==> src/rtl/pixel_stream_framer_if.sv <==
// Pixel stream handshake bundle.
//   valid/data/ready : beat transfer, a beat moves when valid & ready
//   last             : end-of-line marker
//   user             : start-of-frame marker
//   keep             : byte enables
// The raw input stream carries only valid/data/ready, so the slave modport
// exposes just those; the framed output stream uses the full master modport.
interface pixel_stream_framer_if #(
   parameter int DATA_WIDTH = 32
);
   logic                    valid;
   logic                    ready;
   logic [DATA_WIDTH-1:0]   data;
   logic                    last;
   logic                    user;
   logic [DATA_WIDTH/8-1:0] keep;

   modport master (
      output valid, data, last, user, keep,
      input  ready
   );

   modport slave (
      input  valid, data,
      output ready
   );
endinterface

==> src/rtl/pixel_stream_framer.sv <==
// Pixel stream framer: counts words per line and lines per frame on a raw
// pixel stream and tags each beat with last (end-of-line) and user
// (start-of-frame). Beats pass through a 2-entry skid buffer so that both
// the output stream and the input ready are registered. Frame geometry is
// sampled only at frame boundaries.
// Ports:
//   axi_clk        clock, rising edge
//   axi_reset      asynchronous active-high reset
//   s_axis         raw input stream (valid/data in, ready out)
//   m_axis         framed output stream (valid/data/last/user/keep out, ready in)
//   cfg_enable     run frames while high
//   cfg_line_words words per line
//   cfg_lines      lines per frame
//   frame_done     one-cycle pulse after the last beat of a frame is accepted
//   frame_count    completed-frame counter, wraps
module pixel_stream_framer #(
   parameter int DATA_WIDTH = 32,
   parameter int CNT_WIDTH  = 12
) (
   input  logic                 axi_clk,
   input  logic                 axi_reset,
   pixel_stream_framer_if.slave  s_axis,
   pixel_stream_framer_if.master m_axis,
   input  logic                 cfg_enable,
   input  logic [CNT_WIDTH-1:0] cfg_line_words,
   input  logic [CNT_WIDTH-1:0] cfg_lines,
   output logic                 frame_done,
   output logic [CNT_WIDTH-1:0] frame_count
);

   localparam int KEEP_W = DATA_WIDTH / 8;
   localparam logic [CNT_WIDTH-1:0] CNT_ONE = {{(CNT_WIDTH-1){1'b0}}, 1'b1};

   typedef enum logic {IDLE = 1'b0, RUN = 1'b1} state_t;

   state_t                state;
   state_t                state_nxt;
   logic [CNT_WIDTH-1:0]  word_cnt;
   logic [CNT_WIDTH-1:0]  line_cnt;
   logic [CNT_WIDTH-1:0]  words_lat;
   logic [CNT_WIDTH-1:0]  lines_lat;
   logic                  s_ready;

   // Skid entries: _p0 is the head driving the output, _p1 the overflow slot.
   logic [DATA_WIDTH-1:0] data_p0;
   logic [DATA_WIDTH-1:0] data_p1;
   logic                  last_p0;
   logic                  last_p1;
   logic                  user_p0;
   logic                  user_p1;
   logic [1:0]            occ;
   logic [1:0]            occ_nxt;
   logic                  vld_p0;

   logic                  accept;
   logic                  pop;
   logic                  beat_user;
   logic                  beat_last;
   logic                  line_end;
   logic                  frame_end;
   logic                  cfg_ok;

   always_comb begin
      // s_ready is only ever registered high for a RUN cycle, so accept
      // implies the FSM is running.
      accept    = s_axis.valid & s_ready;
      pop       = vld_p0 & m_axis.ready;
      beat_user = (word_cnt == '0) && (line_cnt == '0);
      beat_last = (word_cnt == words_lat - CNT_ONE);
      line_end  = (line_cnt == lines_lat - CNT_ONE);
      frame_end = accept & beat_last & line_end;
      cfg_ok    = cfg_enable && (cfg_line_words != '0) && (cfg_lines != '0);

      occ_nxt = occ;
      if (accept && !pop) begin
         occ_nxt = occ + 2'd1;
      end else if (pop && !accept) begin
         occ_nxt = occ - 2'd1;
      end

      state_nxt = state;
      case (state)
         IDLE:    if (cfg_ok) state_nxt = RUN;
         RUN:     if (frame_end && !cfg_ok) state_nxt = IDLE;
         default: state_nxt = IDLE;
      endcase
   end

   always_ff @(posedge axi_clk or posedge axi_reset) begin
      if (axi_reset) begin
         state       <= IDLE;
         word_cnt    <= '0;
         line_cnt    <= '0;
         words_lat   <= '0;
         lines_lat   <= '0;
         s_ready     <= 1'b0;
         frame_done  <= 1'b0;
         frame_count <= '0;
         data_p0     <= '0;
         data_p1     <= '0;
         last_p0     <= 1'b0;
         last_p1     <= 1'b0;
         user_p0     <= 1'b0;
         user_p1     <= 1'b0;
         occ         <= 2'd0;
         vld_p0      <= 1'b0;
      end else begin
         state      <= state_nxt;
         // Ready looks at next-cycle occupancy so a full buffer is never offered a beat.
         s_ready    <= (state_nxt == RUN) && (occ_nxt != 2'd2);
         frame_done <= frame_end;
         if (frame_end) begin
            frame_count <= frame_count + CNT_ONE;
         end

         // Framing counters
         if (state == IDLE) begin
            if (cfg_ok) begin
               words_lat <= cfg_line_words;
               lines_lat <= cfg_lines;
               word_cnt  <= '0;
               line_cnt  <= '0;
            end
         end else if (accept) begin
            if (beat_last) begin
               word_cnt <= '0;
               if (line_end) begin
                  line_cnt <= '0;
                  // Geometry is only re-sampled here, so mid-frame edits wait.
                  if (cfg_ok) begin
                     words_lat <= cfg_line_words;
                     lines_lat <= cfg_lines;
                  end
               end else begin
                  line_cnt <= line_cnt + CNT_ONE;
               end
            end else begin
               word_cnt <= word_cnt + CNT_ONE;
            end
         end

         // Skid buffer, stage p0/p1
         occ    <= occ_nxt;
         vld_p0 <= (occ_nxt != 2'd0);
         if (accept && ((occ == 2'd0) || ((occ == 2'd1) && pop))) begin
            data_p0 <= s_axis.data;
            last_p0 <= beat_last;
            user_p0 <= beat_user;
         end else if (pop && (occ == 2'd2)) begin
            data_p0 <= data_p1;
            last_p0 <= last_p1;
            user_p0 <= user_p1;
         end
         if (accept && (occ == 2'd1) && !pop) begin
            data_p1 <= s_axis.data;
            last_p1 <= beat_last;
            user_p1 <= beat_user;
         end
      end
   end

   assign s_axis.ready = s_ready;
   assign m_axis.valid = vld_p0;
   assign m_axis.data  = data_p0;
   assign m_axis.last  = last_p0;
   assign m_axis.user  = user_p0;
   assign m_axis.keep  = {KEEP_W{vld_p0}};

endmodule
==> src/flat_wrapper.sv <==
// flat-port wrapper written by rule: the top's interface ports become plain ports
module pixel_stream_framer_flat 
#(
   parameter int DATA_WIDTH = 32,
   parameter int CNT_WIDTH  = 12
)
  (axi_clk, axi_reset, cfg_enable, cfg_line_words, cfg_lines, frame_done, frame_count, s_axis_valid, s_axis_data, s_axis_ready, m_axis_valid, m_axis_data, m_axis_last, m_axis_user, m_axis_keep, m_axis_ready);
  pixel_stream_framer_if #(.DATA_WIDTH(DATA_WIDTH)) s_axis_i ();
  pixel_stream_framer_if #(.DATA_WIDTH(DATA_WIDTH)) m_axis_i ();
  input  logic axi_clk;
  input  logic axi_reset;
  input  logic cfg_enable;
  input  logic [CNT_WIDTH-1:0] cfg_line_words;
  input  logic [CNT_WIDTH-1:0] cfg_lines;
  output logic frame_done;
  output logic [CNT_WIDTH-1:0] frame_count;
  input wire logic [$bits(s_axis_i.valid)-1:0] s_axis_valid;
  input wire logic [$bits(s_axis_i.data)-1:0] s_axis_data;
  output wire logic [$bits(s_axis_i.ready)-1:0] s_axis_ready;
  output wire logic [$bits(m_axis_i.valid)-1:0] m_axis_valid;
  output wire logic [$bits(m_axis_i.data)-1:0] m_axis_data;
  output wire logic [$bits(m_axis_i.last)-1:0] m_axis_last;
  output wire logic [$bits(m_axis_i.user)-1:0] m_axis_user;
  output wire logic [$bits(m_axis_i.keep)-1:0] m_axis_keep;
  input wire logic [$bits(m_axis_i.ready)-1:0] m_axis_ready;
  assign s_axis_i.valid = s_axis_valid;
  assign s_axis_i.data = s_axis_data;
  assign s_axis_ready = s_axis_i.ready;
  assign m_axis_valid = m_axis_i.valid;
  assign m_axis_data = m_axis_i.data;
  assign m_axis_last = m_axis_i.last;
  assign m_axis_user = m_axis_i.user;
  assign m_axis_keep = m_axis_i.keep;
  assign m_axis_i.ready = m_axis_ready;
  pixel_stream_framer #(.DATA_WIDTH(DATA_WIDTH), .CNT_WIDTH(CNT_WIDTH)) u_core (.axi_clk(axi_clk), .axi_reset(axi_reset), .s_axis(s_axis_i), .m_axis(m_axis_i), .cfg_enable(cfg_enable), .cfg_line_words(cfg_line_words), .cfg_lines(cfg_lines), .frame_done(frame_done), .frame_count(frame_count));
endmodule
==> config.mk <==
export PLATFORM = sky130hd
export DESIGN_NAME = pixel_stream_framer_flat
export DESIGN_NICKNAME = d
export VERILOG_FILES = /design/src/rtl/pixel_stream_framer_if.sv /design/src/rtl/pixel_stream_framer.sv /design/src/flat_wrapper.sv
export SDC_FILE = /design/constraint.sdc
export NUM_CORES = 1
export LEC_CHECK = 0
export ABC_AREA = 1
export CAP_MARGIN = 5
export CORE_ASPECT_RATIO = 1.25
export CORE_MARGIN = 8
export CORE_UTILIZATION = 55
export CTS_CLUSTER_DIAMETER = 120
export DETAILED_ROUTE_END_ITERATION = 10
export HOLD_SLACK_MARGIN = 0.12
export PLACE_DENSITY = 0.81
export SLEW_MARGIN = 20
export SYNTH_ARGS = -nofsm -noshare
export SYNTH_HDL_FRONTEND = slang
export SYNTH_SLANG_ARGS = --single-unit
==> constraint.sdc <==
create_clock -name axi_clk -period 6.6 [get_ports axi_clk]
set_clock_uncertainty 0.1 [all_clocks]
set_input_delay 1.32 -clock axi_clk [delete_from_list [all_inputs] [get_ports axi_clk]]
set_output_delay 1.32 -clock axi_clk [all_outputs]
set_load 0.02 [all_outputs]
==> results of run 1 <==
layout by cell type (no fill, tap or decap), types with 13 or more instances in the layout:
cell type / count
nand2_1: 333
dfrtp_1: 134
clkdlybuf4s50_1: 113
inv_1: 110
nand3_1: 109
nor2_1: 76
o21ai_0: 42
o211ai_1: 33
nand4_1: 28
xor2_1: 19
clkbuf_16: 17
nor3_1: 16
o21ai_1: 13
worst min path at each step:
stage | start | endpoint | slack [ps]
global placement | u_core.data_p1[28] | u_core.data_p1[28] | 370
global route | u_core.data_p1[20] | u_core.data_p1[20] | 410
detailed placement | u_core.data_p1[14] | u_core.data_p1[14] | 370
floorplan | u_core.data_p1[0] | u_core.data_p1[0] | 350
CTS | u_core.data_p1[30] | u_core.data_p1[30] | 390
finish | u_core.words_lat[11] | u_core.words_lat[11] | 390
cell type report:
type / instances / area [um2]
repair buffers: 115 / 1150
clock inverters: 8 / 77.6
inverters: 122 / 460
clock buffers: 22 / 464
fillers: 1138 / 4320
flip-flops and latches: 134 / 3350
multi-input cells: 734 / 3590
well taps: 175 / 219
Yosys cell counts (9+ instances only):
master	instances	area, um2
nand4_1	28	175
nor2_2	9	56.3
ha_1	10	125
o21ai_1	13	65.1
o21ai_0	42	210
xor2_1	19	166
clkbuf_1	24	90.1
inv_1	111	417
nor2_1	77	289
dfrtp_1	134	3350
inv_2	9	33.8
nand3_1	109	546
o211ai_1	33	248
nor3_1	16	80.1
nand2_1	335	1260
per-layer routing:
metal  routed length, um  up-vias
li1                    -     3514
met1                7880     3266
met2                9370      216
met3                 994       35
met4                 433        0
met5                   0        -
worst min-delay path, stage by stage (launching register included):
cell	delay [ps]
dfrtp_1	350
nand2_1	60
nand2_1	50
cells by family (layout without fill, tap and decap cells):
kind of cell,Yosys count,in the layout
simple gates,597,597
fa+ha+maj,10,10
flops,134,134
compound gates,101,101
buf+inv,162,267
xor+xnor,26,26
power by group:
part	leakage, nW	switching (mW)	internal (mW)
clock	0.262	0.343	0.532
combinational	2.51	0.505	0.372
sequential	1.75	0.128	1.03
total	4.53	0.976	1.93
state kept, by name (all words and copies together), names as in the netlist, 2 cells and up:
signal and cells:
u_core.data_p1 32, u_core.frame_count 12, u_core.line_cnt 12, u_core.lines_lat 12, u_core.m_axis.data 32, u_core.occ 2, u_core.word_cnt 12, u_core.words_lat 12
==> impl_metrics.csv, run 1 <==
group,metric,value,unit
outcome,status,"finished, final reports clean",
synth,synth_nets,1101,
cells_and_area,fin_util,68.3,%
synth,synth-edff-count,0,
cts,cts.clk_slew.worst_paths,60,ps
worst_setup_path,rrSetupSlack,3510,ps
worst_setup_path,r2r-start,"u_core.lines_lat[0]",
worst_setup_path,crit_start,"m_axis_ready",
worst_setup_path,arrival,3990,ps
timing,rsz0062_at_grt,"false",
drt,remaining_drc_errors,0,
timing,setup_tns,0,ps
worst_setup_path,slowest_delay,770,ps
worst_setup_path,crit_path_frequent_cell,"nand2_1",
synth,syn_area,7580,um2
power,peakVddDrop,0.231,mV
synth,synthSimpleGateAreaFrac,34.1,%
cells_and_area,drive_above_1_share,5.73,%
grt,grt.total_usage,21.8,%
drt,ant_nets,0,
synth,synthCells,1030,
cells_and_area,syn2layout_area_growth,22.9,%
cells_and_area,final_cell_area,9310,um2
power,p_leak,4.53,nW
cells_and_area,insertedDiodeCount,0,
worst_setup_path,cp_cell_sequence,"clkdlybuf4s50_1 -> nand2_1 -> inv_1 -> nand2_1 -> clkinv_1 -> nor2_2 -> buf_4 -> nand2_1 -> o211ai_1",
timing,finalHoldViolCount,0,
place,placed_cell_area,8760,um2
grt,grtUsageMet3,4.03,%
die,die_area,17800,um2
cts,cts_tree,"done",
worst_setup_path,startpoint_type,"input port",
power,p_per_area,312,nW/um2
timing,worstMarginPinSlew,993,ps
synth,syn_area_per_cell,7.36,um2
drt,drt_wl_total,18700,um
job,maxCapViolCount,0,
cts,cts_buffers,17,
timing,fin_crit_sh,57.2,%
cts,cts_resized,0,
worst_setup_path,worst-path-buf-inv,4,
die,die_h,147,um
synth,synth_ff_type,"dfrtp_1",
worst_setup_path,rr_endpoint,"u_core.lines_lat[6]",
drt,routedWlPerCell,14.3,um
cts,insertion_delay,420,ps
cts,ctsHtreeMaxLevel,4,
synth,ys_ff_latch,134,
place,portBuffers,113,
synth,synth-xor-area-share,3.01,%
grt,grt_busiest_layer,"met2",
place,dp_hpwl,13600,um
timing,finalSetupViolCount,0,
grt,grt_pass1_vias,6854,
worst_setup_path,critPathRequiredTime,6820,ps
cts,hold_buffers,0,
place,routabilityCongestion,0.904,
cts,cts_buffer_depth,2,
cts,cts-root-buf,"clkbuf_16",
synth,synth_adder_area_share,1.65,%
grt,antenna_found_initial,0,
timing,hold_ws,387,ps
cts,post_cts_buffers,0,
place,dpl.cell_count,1280,
hold_path,min_path_type,"flip-flop to flip-flop",
grt,use_met1,26.4,%
cells_and_area,final_nets,1195,
worst_setup_path,crit_family,"buffers and inverters",
worst_setup_path,crit_fanout,35,
drt,dr.pass1.iters,5,
timing,fmax,265,MHz
cells_and_area,final_cells,1310,
timing,relSlewSlack,33.4,%
drt,via_per_inst,5.37,
place,post-place-ws,2100,ps
power,finalPower,2.91,mW
hold_path,min_path_cells,2,
cts,numClockSinks,134,
grt,met2_usage,36.9,%
die,die_w,121,um
synth,yosys_warnings,0,
grt,grt_pass1_wl,31800,um
die,start_util,55.6,%
timing,final_max_slew_viol_count,0,
synth,seq_area_frac_synth,44.3,%
grt,grt_max_degree,70,
worst_setup_path,crit_slowest_cell,"clkinv_1",
grt,overflow,0,
synth,synth_top_family_by_area,"simple AND/OR/NAND/NOR gates",
drt,first_iter_violations,708,
synth,ys_types,37,
worst_setup_path,end_kind,"flip-flop",
drt,dr_total_vias,7031,
worst_setup_path,endpoint,"u_core.m_axis.data[31]",
synth,synth_mux_area_share,0,%
timing,min_period,3770,ps
die,ioPinCount,114,
worst_setup_path,crit_type,"input port to flip-flop",
worst_setup_path,cp_num_cells,9,
synth,synth-compound-area-share,8.32,%
die,std_cell_rows,48,
timing,finalWorstSetupSlack,2830,ps
die,core_region_area,13600,um2
worst_setup_path,r2r_cells,13,
synth,async_flop_share,100,%
Note: power is estimated with default switching activity, not from simulation.
==> run 2, diff against run 1 <==
clock period = 3.75 ns   (was 6.6 ns; I/O delays follow)
==> run 2 against run 1 <==
Clock-buffer cell count decreased by 5. Sequential share of layout area decreased by 0.39 points. Routed wire length decreased by 0.44%. Hold slack improved by 1.3 ps. Critical path type is now flip-flop to flip-flop. Highest routed layer unchanged.
==> impl_metrics.csv, run 2 (synthesized netlist as in run 1, its figures left out) <==
group,metric,value,unit
drt,via_per_inst,5.33,
grt,grt_pass1_wl,31400,um
place,post-place-ws,543,ps
cts,cts_buffers,17,
die,die_h,147,um
power,p_per_area,547,nW/um2
die,start_util,55.6,%
grt,grt.total_usage,21.4,%
worst_setup_path,cp_cell_sequence,"inv_2 -> ha_1 -> nand2_1 -> nand2_1 -> nand3_1 -> nand2_1 -> nand3_1 -> nor2_2 -> nand3_4 -> a21oi_4 -> buf_4 -> nand2_4 -> nand2_1 -> nand2_1",
cts,numClockSinks,134,
cts,cts.clk_slew.worst_paths,60,ps
cells_and_area,drive_above_1_share,6.89,%
hold_path,min_path_type,"flip-flop to flip-flop",
cells_and_area,layout_commonest_cell,"nand2_1",
power,p_leak,4.57,nW
timing,setup_tns,0,ps
worst_setup_path,end_kind,"flip-flop",
die,core_region_area,13600,um2
timing,finalSetupViolCount,0,
job,maxCapViolCount,0,
timing,rsz0062_at_grt,"false",
cts,cts-root-buf,"clkbuf_16",
timing,relSlewSlack,42.6,%
cells_and_area,insertedDiodeCount,0,
die,die_area,17800,um2
drt,ant_nets,0,
outcome,status,"finished, final reports clean",
grt,antenna_found_initial,0,
timing,worstMarginPinSlew,860,ps
die,std_cell_rows,48,
cts,cts_resized,0,
die,ioPinCount,114,
worst_setup_path,rrSetupSlack,900,ps
cells_and_area,multi_input_area,3580,um2
drt,routedWlPerCell,14.1,um
grt,overflow,0,
cells_and_area,final_cell_mix,"nand2_1, dfrtp_1, clkdlybuf4s50_1, inv_1, nand3_1",
cells_and_area,nFillCells,1138,
worst_setup_path,crit_start,"u_core.lines_lat[0]",
worst_setup_path,crit_fanout,25,
hold_path,min_from,"u_core.data_p1[11]",
worst_setup_path,r2r_cells,14,
cts,cts_tree,"done",
grt,grt_pass1_vias,6687,
timing,hold_ws,389,ps
worst_setup_path,r2r-start,"u_core.lines_lat[0]",
drt,first_iter_violations,593,
cells_and_area,syn2layout_area_growth,24.2,%
worst_setup_path,crit_path_frequent_cell,"nand2_1",
drt,dr_total_vias,7037,
cells_and_area,final_nets,1204,
cts,insertion_delay,410,ps
worst_setup_path,arrival,3050,ps
hold_path,hold_end,"u_core.data_p1[11]",
hold_path,min_path_cells,2,
timing,fmax,351,MHz
cts,hold_buffers,0,
place,routabilityCongestion,0.904,
place,dp_hpwl,13900,um
place,dpl.cell_count,1289,
worst_setup_path,slowest_delay,430,ps
worst_setup_path,rr_endpoint,"u_core.lines_lat[1]",
cells_and_area,fin_util,69.0,%
drt,remaining_drc_errors,0,
worst_setup_path,startpoint_type,"flip-flop",
die,die_w,121,um
cts,ctsHtreeMaxLevel,4,
worst_setup_path,crit_slowest_cell,"dfrtp_1",
drt,dr.pass1.iters,5,
timing,fin_crit_sh,76.0,%
place,portBuffers,113,
cells_and_area,final_cells,1321,
worst_setup_path,crit_type,"flip-flop to flip-flop",
cts,post_cts_buffers,0,
timing,finalWorstSetupSlack,901,ps
worst_setup_path,worst-path-buf-inv,2,
drt,drt_wl_total,18600,um
cells_and_area,register_area,3350,um2
cts,cts_buffer_depth,2,
timing,finalHoldViolCount,0,
worst_setup_path,critPathRequiredTime,3950,ps
timing,min_period,2850,ps
power,peakVddDrop,0.340,mV
timing,final_max_slew_viol_count,0,
grt,grt_max_degree,67,
worst_setup_path,crit_family,"simple AND/OR/NAND/NOR gates",
==> run 2: changes by cell type in the layout (fill, tap and decap cells not counted), sizes merged <==
| cell | previous run | this run |
|---|---|---|
| bufinv | 1 | 0 |
| clkbuf | 22 | 17 |
| inv | 120 | 127 |
| buf | 2 | 11 |
| clkinvlp | 2 | 3 |
==> run 2: worst max-delay path by stage <==
stage	end	slack (ps)	cells after the start
3_5_place_dp	u_core.word_cnt[4]	540	12
2_1_floorplan	u_core.data_p1[0]	1230	1
6_report	u_core.lines_lat[1]	900	14
5_1_grt	u_core.word_cnt[7]	610	12
3_3_place_gp	u_core.line_cnt[3]	620	13
4_1_cts	u_core.lines_lat[1]	900	14
==> run 2: routing by layer <==
metal  wire length, um  up-vias  GRT usage (%)
met2              9260      185           36.6
met1              8160     3289           26.6
met4               235        0           6.51
met3               939       21           3.99
met5                 0        -              0
li1                  -     3542              -
==> run 2: final cells by class <==
type	count	share of cell area, %
clock inverter	15	1.44
sequential	134	35.6
tap	175	2.33
inverter	122	4.91
timing repair buffer	124	13.2
multi-input combinational	734	38.0
clock buffer	17	4.52
==> run 2: stage by stage <==
step	power, mW	instance area (um2)
after floorplan	2.97	7580
after global placement	3.55	8850
after detailed placement	3.61	8850
after CTS	5.19	9410
after global routing	5.44	9410
final	5.15	9410
==> run 2: power by group <==
group	switching [mW]	internal, mW	total [mW]
Sequential	0.205	1.80	2.01
Combinational	0.898	0.670	1.57
Clock	0.698	0.874	1.57
Total	1.80	3.35	5.15
==> run 2: worst min-delay path: cells and delay by family (launching register included) <==
kind               cells  cell delay, ps
AOI/OAI and AO/OA      1              60
and+or+nand+nor        1              50
DFF                    1             340
==> run 3, diff against run 2 <==
clock period = 2.81 ns   (was 3.75 ns; I/O delays follow)
==> run 3 against run 2 <==
Critical path depth fell by 1. Final cell count rose by 0.53%. Routed wire length rose by 2.3%. Global-route usage rose by 0.63 points. Via count rose by 2.0%. Register-to-register slack got worse by 600 ps. Sequential share of layout area fell by 0.34 points. Worst setup slack got worse by 600 ps. Fmax rose by 13%. Design area rose by 0.96%. Sequential power rose by 34%.
==> impl_metrics.csv, run 3 (synthesized netlist as in run 1, its figures left out) <==
group,metric,value,unit
outcome,status,"finished, final reports clean",
die,ioPinCount,114,
cts,numClockSinks,134,
power,clockPowerShare,30.3,%
cells_and_area,final_cell_mix,"nand2_1, dfrtp_1, clkdlybuf4s50_1, inv_1, nand3_1",
power,p_leak,4.62,nW
place,dpl.cell_count,1297,
worst_setup_path,startpoint_type,"flip-flop",
job,maxCapViolCount,0,
hold_path,min_path_type,"flip-flop to flip-flop",
drt,via_per_inst,5.41,
cells_and_area,final_cells,1328,
cts,hold_buffers,0,
drt,dr.pass1.iters,7,
cells_and_area,insertedDiodeCount,0,
timing,final_max_slew_viol_count,0,
grt,antenna_found_initial,0,
cts,cts_tree,"done",
cells_and_area,nFillCells,1101,
drt,first_iter_violations,656,
cts,cts.clk_slew.worst_paths,60,ps
grt,grt.total_usage,22.0,%
cts,cts_buffers,17,
die,die_h,147,um
cells_and_area,drive_above_1_share,7.63,%
worst_setup_path,arrival,2690,ps
drt,ant_nets,0,
worst_setup_path,critPathRequiredTime,2990,ps
power,internal-power,4.54,mW
grt,use_met1,25.8,%
cells_and_area,syn2layout_area_growth,25.4,%
die,std_cell_rows,48,
timing,relSlewSlack,46.1,%
timing,worstMarginPinSlew,808,ps
cells_and_area,fin_util,69.7,%
power,p_comb_share,30.6,%
cts,insertion_delay,410,ps
power,p_per_area,727,nW/um2
timing,rsz0062_at_grt,"false",
cts,cts-root-buf,"clkbuf_16",
power,finalPower,6.91,mW
power,power_frac_seq,39.0,%
worst_setup_path,crit_fanout,23,
place,dp_hpwl,13600,um
place,routabilityCongestion,0.911,
worst_setup_path,end_kind,"flip-flop",
timing,finalSetupViolCount,0,
drt,routedWlPerCell,14.3,um
die,die_w,121,um
timing,finalHoldViolCount,0,
die,die_area,17800,um2
power,switching_share,34.3,%
drt,drt_wl_total,19000,um
cells_and_area,layout_commonest_cell,"nand2_1",
cts,cts_buffer_depth,2,
worst_setup_path,crit_type,"flip-flop to flip-flop",
timing,min_period,2510,ps
die,start_util,55.6,%
timing,fmax,398,MHz
timing,fin_crit_sh,89.4,%
grt,grt_busiest_layer,"met2",
grt,met2_usage,38.8,%
grt,overflow,0,
timing,setup_tns,0,ps
cts,ctsHtreeMaxLevel,4,
power,p_sw,2.37,mW
cells_and_area,final_nets,1212,
grt,grt_max_degree,67,
grt,grtUsageMet3,4.22,%
place,portBuffers,113,
grt,grt_pass1_vias,7029,
die,core_region_area,13600,um2
drt,dr_total_vias,7180,
power,peakVddDrop,0.509,mV
drt,remaining_drc_errors,0,
grt,grt_pass1_wl,32300,um
## run 3: worst max-delay path, cell delays in order (launching register included)
cell and delay [ps]:
dfrtp_1 390, inv_2 90, ha_1 190, nand3_1 190, nor2_1 180, xor2_1 250
nand2_1 80, nor2_1 130, nand3_2 160, nand2_1 150, nand2_2 100, buf_4 220
nand2_1 80, o21ai_1 70
## run 3: metal layers
metal / up-vias / share of wire (%)
met2: 226 / 51
met4: 0 / 1.5
met1: 3372 / 42
met3: 35 / 5.3
li1: 3547 / -
met5: - / 0
## run 3: power by group through the flow
stage / Clock, mW / Combinational (mW) / Sequential, mW
4_1_cts: 2.12 / 2.14 / 2.69
3_3_place_gp: 0 / 2.05 / 2.70
3_5_place_dp: 0 / 2.12 / 2.70
2_1_floorplan: 0 / 1.04 / 2.91
5_1_grt: 2.20 / 2.35 / 2.74
6_report: 2.10 / 2.12 / 2.70
## run 3: path summary, 6_finish.rpt
kind,depth (start not counted),slack (ps),start,endpoint
max reg2reg,13,300,u_core.words_lat[0],u_core.line_cnt[2]
min,2,390,u_core.words_lat[11],u_core.words_lat[11]
max,13,300,u_core.words_lat[0],u_core.line_cnt[2]
min reg2reg,2,390,u_core.words_lat[11],u_core.words_lat[11]
min in group asynchronous,2,530,axi_reset,u_core.m_axis.data[25]
max in group asynchronous,3,1440,axi_reset,u_core.lines_lat[4]
## run 3: metrics by stage
stage | hold WS [ps] | cell area (um2) | setup WS (ps)
CTS | 388 | 9490 | 229
global route | 407 | 9500 | 25.4
detailed placement | 375 | 8940 | 70.1
floorplan | 354 | 7580 | 483
global placement | 367 | 8940 | 153
finish | 389 | 9500 | 298
## run 3: area by class of cell
| cell class | instances | area, um2 | area share (%) |
|---|---|---|---|
| tap | 175 | 219 | 2.30 |
| inverter | 122 | 462 | 4.86 |
| sequential | 134 | 3350 | 35.3 |
| clock inverter | 14 | 129 | 1.36 |
| multi-input combinational | 734 | 3590 | 37.7 |
| clock buffer | 17 | 425 | 4.48 |
| timing repair buffer | 132 | 1330 | 14.0 |
## run 3: what timing repair did
action	in CTS	in global routing
setup endpoints to repair	0	24
setup buffers	0	0
gates resized for setup	0	3
